--- src/rtl/video_timing_pkg.sv ---
// Shared raster timing definitions: totals helper, mode presets and the
// sync-flag bundle carried by the alignment delay line.
package video_timing_pkg;

    // Sync flags travel the delay line in this order, msb first: {hs, vs, de, sof}.
    // Inside the pipeline a 1 always means "asserted"; polarity is applied at the output.
    typedef struct packed {
        logic hs;
        logic vs;
        logic de;
        logic sof;
    } sync_flags_t;

    localparam int unsigned SYNC_FLAGS_W = $bits(sync_flags_t);

    // Total period of one axis: active + front porch + sync + back porch.
    function automatic int unsigned timing_total(input int unsigned active,
                                                 input int unsigned fp,
                                                 input int unsigned sync,
                                                 input int unsigned bp);
        return active + fp + sync + bp;
    endfunction

    // 640x480@60 (25.175 MHz pixel clock)
    localparam int unsigned VGA640_H_ACTIVE = 640;
    localparam int unsigned VGA640_H_FP     = 16;
    localparam int unsigned VGA640_H_SYNC   = 96;
    localparam int unsigned VGA640_H_BP     = 48;
    localparam int unsigned VGA640_V_ACTIVE = 480;
    localparam int unsigned VGA640_V_FP     = 10;
    localparam int unsigned VGA640_V_SYNC   = 2;
    localparam int unsigned VGA640_V_BP     = 33;
    localparam int unsigned VGA640_H_TOTAL  =
        timing_total(VGA640_H_ACTIVE, VGA640_H_FP, VGA640_H_SYNC, VGA640_H_BP);
    localparam int unsigned VGA640_V_TOTAL  =
        timing_total(VGA640_V_ACTIVE, VGA640_V_FP, VGA640_V_SYNC, VGA640_V_BP);

    // 1280x720@60 (74.25 MHz pixel clock)
    localparam int unsigned HD720_H_ACTIVE = 1280;
    localparam int unsigned HD720_H_FP     = 110;
    localparam int unsigned HD720_H_SYNC   = 40;
    localparam int unsigned HD720_H_BP     = 220;
    localparam int unsigned HD720_V_ACTIVE = 720;
    localparam int unsigned HD720_V_FP     = 5;
    localparam int unsigned HD720_V_SYNC   = 5;
    localparam int unsigned HD720_V_BP     = 20;
    localparam int unsigned HD720_H_TOTAL  =
        timing_total(HD720_H_ACTIVE, HD720_H_FP, HD720_H_SYNC, HD720_H_BP);
    localparam int unsigned HD720_V_TOTAL  =
        timing_total(HD720_V_ACTIVE, HD720_V_FP, HD720_V_SYNC, HD720_V_BP);

endpackage

--- src/rtl/timing_delay_line.sv ---
// Clock-enabled shift register used to align control signals with pipelined
// pixel data. DEPTH=0 degenerates to a wire.
module timing_delay_line #(
    parameter int unsigned WIDTH = 4,
    parameter int unsigned DEPTH = 2
) (
    input  logic             clk_i,
    input  logic             rst_i,
    input  logic             ce_i,
    input  logic [WIDTH-1:0] data_i,
    output logic [WIDTH-1:0] data_o
);

    if (DEPTH == 0) begin : g_bypass
        logic unused_ctrl;
        assign unused_ctrl = ^{clk_i, rst_i, ce_i};
        assign data_o      = data_i;
    end else begin : g_pipe
        logic [WIDTH-1:0] stage_q [DEPTH];

        // Shift one stage per enabled cycle; reset clears every stage.
        always_ff @(posedge clk_i) begin
            if (rst_i) begin
                for (int i = 0; i < int'(DEPTH); i++) begin
                    stage_q[i] <= '0;
                end
            end else if (ce_i) begin
                stage_q[0] <= data_i;
                for (int i = 1; i < int'(DEPTH); i++) begin
                    stage_q[i] <= stage_q[i-1];
                end
            end
        end

        assign data_o = stage_q[DEPTH-1];
    end

endmodule

--- src/rtl/video_timing_gen.sv ---
// Parametrised raster timing generator. Issues x/y coordinates to upstream
// pixel sources and delays hs/vs/de/sof by PIPE_DELAY enabled cycles so they
// line up with the pixel data returned on pix_i.
module video_timing_gen
    import video_timing_pkg::*;
#(
    parameter int unsigned H_ACTIVE   = VGA640_H_ACTIVE,
    parameter int unsigned H_FP       = VGA640_H_FP,
    parameter int unsigned H_SYNC     = VGA640_H_SYNC,
    parameter int unsigned H_BP       = VGA640_H_BP,
    parameter int unsigned V_ACTIVE   = VGA640_V_ACTIVE,
    parameter int unsigned V_FP       = VGA640_V_FP,
    parameter int unsigned V_SYNC     = VGA640_V_SYNC,
    parameter int unsigned V_BP       = VGA640_V_BP,
    parameter bit          HS_POL     = 1'b1,
    parameter bit          VS_POL     = 1'b1,
    parameter int unsigned PIPE_DELAY = 2,   // 0..15
    parameter int unsigned CNT_W      = 12,
    parameter int unsigned COLOR_W    = 8,
    parameter int unsigned FRAME_W    = 16
) (
    input  logic                 clk_i,
    input  logic                 rst_i,
    input  logic                 ce_i,
    input  logic [3*COLOR_W-1:0] pix_i,
    output logic [CNT_W-1:0]     x_o,
    output logic [CNT_W-1:0]     y_o,
    output logic                 coord_active_o,
    output logic                 hs_o,
    output logic                 vs_o,
    output logic                 de_o,
    output logic                 sof_o,
    output logic [COLOR_W-1:0]   red_o,
    output logic [COLOR_W-1:0]   green_o,
    output logic [COLOR_W-1:0]   blue_o,
    output logic [FRAME_W-1:0]   frame_cnt_o
);

    localparam int unsigned H_TOTAL = timing_total(H_ACTIVE, H_FP, H_SYNC, H_BP);
    localparam int unsigned V_TOTAL = timing_total(V_ACTIVE, V_FP, V_SYNC, V_BP);

    localparam logic [CNT_W-1:0] H_LAST     = CNT_W'(H_TOTAL - 1);
    localparam logic [CNT_W-1:0] V_LAST     = CNT_W'(V_TOTAL - 1);
    localparam logic [CNT_W-1:0] H_ACT_END  = CNT_W'(H_ACTIVE);
    localparam logic [CNT_W-1:0] V_ACT_END  = CNT_W'(V_ACTIVE);
    localparam logic [CNT_W-1:0] HS_START   = CNT_W'(H_ACTIVE + H_FP);
    localparam logic [CNT_W-1:0] HS_STOP    = CNT_W'(H_ACTIVE + H_FP + H_SYNC);
    localparam logic [CNT_W-1:0] VS_START   = CNT_W'(V_ACTIVE + V_FP);
    localparam logic [CNT_W-1:0] VS_STOP    = CNT_W'(V_ACTIVE + V_FP + V_SYNC);

    logic [CNT_W-1:0]   x_q, x_d;
    logic [CNT_W-1:0]   y_q, y_d;
    logic [FRAME_W-1:0] frame_q, frame_d;
    logic               line_end;
    logic               frame_end;
    logic               coord_active;

    sync_flags_t             raw_flags;
    sync_flags_t             dly_flags;
    logic [SYNC_FLAGS_W-1:0] raw_vec;
    logic [SYNC_FLAGS_W-1:0] dly_vec;

    // Counter next-state: x wraps at line end, y at frame end, both on one edge.
    always_comb begin
        x_d       = x_q;
        y_d       = y_q;
        frame_d   = frame_q;
        line_end  = (x_q == H_LAST);
        frame_end = line_end && (y_q == V_LAST);
        if (ce_i) begin
            x_d = line_end ? '0 : x_q + CNT_W'(1);
            if (line_end) begin
                y_d = frame_end ? '0 : y_q + CNT_W'(1);
            end
            if (frame_end) begin
                frame_d = frame_q + FRAME_W'(1);
            end
        end
    end

    // Counter registers with synchronous reset.
    always_ff @(posedge clk_i) begin
        if (rst_i) begin
            x_q     <= '0;
            y_q     <= '0;
            frame_q <= '0;
        end else begin
            x_q     <= x_d;
            y_q     <= y_d;
            frame_q <= frame_d;
        end
    end

    assign coord_active = (x_q < H_ACT_END) && (y_q < V_ACT_END);

    // Undelayed sync decode from the current coordinate.
    always_comb begin
        raw_flags     = '0;
        raw_flags.hs  = (x_q >= HS_START) && (x_q < HS_STOP);
        raw_flags.vs  = (y_q >= VS_START) && (y_q < VS_STOP);
        raw_flags.de  = coord_active;
        raw_flags.sof = (x_q == '0) && (y_q == '0);
    end

    assign raw_vec   = raw_flags;
    assign dly_flags = dly_vec;

    timing_delay_line #(
        .WIDTH (SYNC_FLAGS_W),
        .DEPTH (PIPE_DELAY)
    ) u_sync_delay (
        .clk_i  (clk_i),
        .rst_i  (rst_i),
        .ce_i   (ce_i),
        .data_i (raw_vec),
        .data_o (dly_vec)
    );

    // Output polarity and blanking; colour is forced to 0 outside de.
    always_comb begin
        hs_o  = dly_flags.hs ? HS_POL : ~HS_POL;
        vs_o  = dly_flags.vs ? VS_POL : ~VS_POL;
        de_o  = dly_flags.de;
        sof_o = dly_flags.sof;
        {red_o, green_o, blue_o} = dly_flags.de ? pix_i : '0;
    end

    assign x_o            = x_q;
    assign y_o            = y_q;
    assign coord_active_o = coord_active;
    assign frame_cnt_o    = frame_q;

endmodule

--- config.mk ---
export PLATFORM = sky130hd
export DESIGN_NAME = video_timing_gen
export DESIGN_NICKNAME = d
export VERILOG_FILES = /design/src/rtl/video_timing_pkg.sv /design/src/rtl/timing_delay_line.sv /design/src/rtl/video_timing_gen.sv
export SDC_FILE = /design/constraint.sdc
export NUM_CORES = 1
export LEC_CHECK = 0
export ABC_AREA = 1
export BUFFER_PORTS_ARGS = -buffer_cell sky130_fd_sc_hd__buf_2
export CAP_MARGIN = 20
export CORE_MARGIN = 5
export CORE_UTILIZATION = 55
export CTS_CLUSTER_DIAMETER = 150
export DETAILED_ROUTE_END_ITERATION = 7
export PLACE_DENSITY_LB_ADDON = 0.08
export SETUP_SLACK_MARGIN = 0.5
export SLEW_MARGIN = 15
export SYNTH_ARGS = -nofsm -noshare
export SYNTH_HDL_FRONTEND = slang
export SYNTH_SLANG_ARGS = --single-unit
--- constraint.sdc ---
create_clock -name clk_i -period 4.2 [get_ports clk_i]
set_clock_uncertainty 0.05 [all_clocks]
set_input_delay 0.21 -clock clk_i [delete_from_list [all_inputs] [get_ports clk_i]]
set_output_delay 0.21 -clock clk_i [all_outputs]
set_load 0.03 [all_outputs]
==> flow_metrics.py <==
metrics = {
    "synthesis": {
        "yosys_most_used_dff": "dfxtp_1",
        "synth_edf_count": 8,
        "synth_area_per_cell_um2": 6.647,
        "yosysUniqueCellTypes": 33,
        "netlist_instances": 451,
        "netlist_area_um2": 2998,
        "synth_seq_cells": 48,
        "synthesis.nets": 483,
        "yosysWarningCount": 0,
        "ys_async_sr_fraction_pct": 0,
        "seq_area_frac_synth_pct": 34.72,
    },
    "cells_and_area": {
        "final_core_util_pct": 69.30,
        "nets": 575,
        "multiInputGateArea_um2": 1595,
        "nFillCells": 477,
        "drive_gt1_share_pct": 23.16,
        "regArea_um2": 1041,
        "syn2layout_area_growth_pct": 20.33,
        "antenna_cells": 0,
    },
    "detailed_routing": {
        "initialDrtViolationCount": 143,
        "viasPerCell": 5.099,
        "first_pass_iters": 5,
        "totalWireLength_mm": 7.795,
        "vias": 3131,
        "wl_per_cell_um": 12.70,
        "drc_errors": 0,
        "ant_nets": 0,
    },
    "timing": {
        "period_share_pct": 50.19,
        "final.min_clock_period_ns": 2.108,
        "finalHoldViolCount": 0,
        "fin_tns_setup_ns": 0,
        "setup_viol_count_final": 0,
        "rsz0062_at_grt": "no",
        "tightestPinTransition_ns": 0.6735,
        "finalMaxSlewViolations": 0,
        "relSlewSlack_pct": 55.10,
        "fmax_ghz": 0.4744,
    },
    "clock_network": {
        "postCtsHoldBufs": 0,
        "h-tree-depth": 2,
        "clock_latency_ns": 0.31,
        "tritoncts": "built",
        "clkTransAtPathRegs_ns": 0.09,
        "clock-sinks": 48,
        "postCtsSetupRepairBufs": 0,
        "cts_root_buf": "clkbuf_8",
        "cts_buffers": 5,
        "cts_buffer_depth": 2,
        "cts_resized": 0,
    },
    "critical_path": {
        "worstSetupStartpoint": "x_o[1]",
        "r2r-start": "x_o[1]",
        "worst_path_largest_cell_delay_ns": 0.41,
        "cp-endpoint": "frame_cnt_o[7]",
        "path_cells": "ha_1 > inv_1 > nor2_1 > nand3_4 > nor2_4 > nand2_1 > nand2_1 > a21oi_1",
        "crit_required_ns": 4.32,
        "r2r-end": "frame_cnt_o[7]",
        "critPathArrivalTime_ns": 2.23,
        "cp_max_fo": 13,
        "slowest_stage": "dfxtp_1",
        "cp_common_cell": "nand2_1",
        "critPathCaptureType": "flop",
        "startpoint_type": "flop",
        "r2r_setup_slack_ns": 2.09,
        "crit_type": "reg2reg",
        "worstRegToRegCells": 8,
    },
    "floorplanning": {
        "ios": 96,
        "dieArea_um2": 7027,
        "die_y_um": 83.83,
        "start_util_pct": 57.60,
        "core_um2": 5205,
        "num_rows": 26,
        "die_x_um": 83.83,
    },
    "place": {
        "hpwl_mm": 6.025,
        "gp_congestion": 0.9056,
        "io_buffers": 95,
    },
    "power_and_ir_drop": {
        "power.density_nw_per_um2": 251.6,
        "peakVddDrop_mv": 0.1871,
        "leakagePower_uw": 0.001835,
    },
    "job": {
        "drv_cap": 0,
    },
    "global_routing": {
        "grt_max_degree": 26,
        "grt_usage_pct": 22.81,
        "grt_first_pass_wirelength_mm": 13.51,
        "grt_pass1_vias": 2944,
        "overflow": 0,
        "antenna_found_initial": 0,
    },
    "run_status": {
        "outcome": "complete, no violations",
    },
    "worst_hold_path": {
        "min-delay-path-class": "in2reg",
    },
}
## worst min path at each step
stage            start               to  slack [ns]  cells after the start
3_5_place_dp   y_o[11]          y_o[11]        0.45                      2
4_1_cts           ce_i  frame_cnt_o[14]        0.30                      3
6_report         rst_i  frame_cnt_o[15]        0.31                      2
5_1_grt           ce_i  frame_cnt_o[12]        0.32                      3
2_1_floorplan    rst_i   frame_cnt_o[2]        0.44                      2
3_3_place_gp   y_o[10]          y_o[10]        0.43                      2
## cell usage in the layout (no fill, tap or decap), drive strengths merged
| cell type | n |
|---|---|
| dfxtp | 40 |
| xor2 | 11 |
| xnor2 | 2 |
| nand3b | 4 |
| buf | 95 |
| inv | 77 |
| nor2 | 64 |
| nor4 | 4 |
| ha | 5 |
| nor3 | 13 |
| nand2 | 123 |
| nand4 | 17 |
| clkinv | 1 |
| o21ai | 7 |
| nand3 | 40 |
| a21oi | 23 |
| o2111a | 1 |
| nor3b | 2 |
| edfxtp | 8 |
| clkbuf | 7 |
## metrics by stage
stage	cell area (um2)	instances	total power, uW	setup slack (ns)	hold slack (ns)
3_3_place_gp	3491	606	581.5	2.258	0.4332
2_1_floorplan	2998	451	550.2	2.346	0.4382
5_1_grt	3607	614	942.7	1.907	0.3222
6_report	3607	614	907.7	2.092	0.3058
3_5_place_dp	3491	606	583.7	2.137	0.4536
4_1_cts	3607	614	914.2	2.117	0.2995
## synthesized netlist by cell type (3+ instances only)
cell	count	area, um2
nand2_1	119	446.7
inv_1	74	277.8
nor2_1	58	217.7
dfxtp_1	40	800.8
nand3_1	35	175.2
a21oi_1	19	95.09
nand4_1	17	106.4
nor3_1	13	65.06
xor2_1	11	96.34
edfxtp_1	8	240.2
o21ai_0	7	35.03
clkbuf_1	5	18.77
ha_1	5	62.56
a21oi_2	4	35.03
nand3_2	4	40.04
nor2_2	4	25.02
nor4_1	4	25.02
nand3b_1	3	22.52
## worst max-delay path, delay by kind of cell, from the launching register on
kind                     cells  cell delay (ns)
AO/OA/AOI/OAI                1             0.07
adder cells (fa/ha/maj)      1             0.24
buffers and inverters        1             0.07
flip-flops                   1             0.41
AND/OR/NAND/NOR              5             1.14
## cells by family (layout without fill, tap and decap cells)
logic type | after synthesis | after routing | share of synthesized area [%]
buffers and inverters | 87 | 180 | 12.06
DFF | 48 | 48 | 34.72
AOI/OAI and AO/OA | 31 | 31 | 5.885
adders and majority gates | 5 | 5 | 2.087
xor gates and xnor gates | 13 | 13 | 3.798
and+or+nand+nor | 267 | 267 | 41.44
## final cells by class
cell class                      instances  area share (%)
Inverter                               77           8.082
Tap cell                               70           2.428
Multi-Input combinational cell        316           44.22
Timing Repair Buffer                   95           13.18
Clock inverter                          1          0.2428
Clock buffer                            7           2.983
Sequential cell                        48           28.86
## state kept, by name, indices dropped and copies added, names as in the netlist
| signal | cells |
|---|---|
| x_o | 12 |
| u_sync_delay.g_pipe.stage_q | 8 |
| y_o | 12 |
| frame_cnt_o | 16 |
## power breakdown
part           leakage (uW)  switching, uW  internal (uW)
clock             0.0000596            164            171
sequential         0.000411           6.68            474
combinational       0.00136           65.2           27.2
## routing by layer
| metal | routed length (um) | up-vias | global-route usage (%) |
|---|---|---|---|
| li1 | - | 1609 | - |
| met1 | 3383 | 1400 | 29.29 |
| met2 | 3671 | 116 | 38.47 |
| met3 | 682 | 6 | 5.923 |
| met4 | 57 | 0 | 4.971 |
| met5 | 0 | - | 0 |
Power figures use the tool's default switching activity.
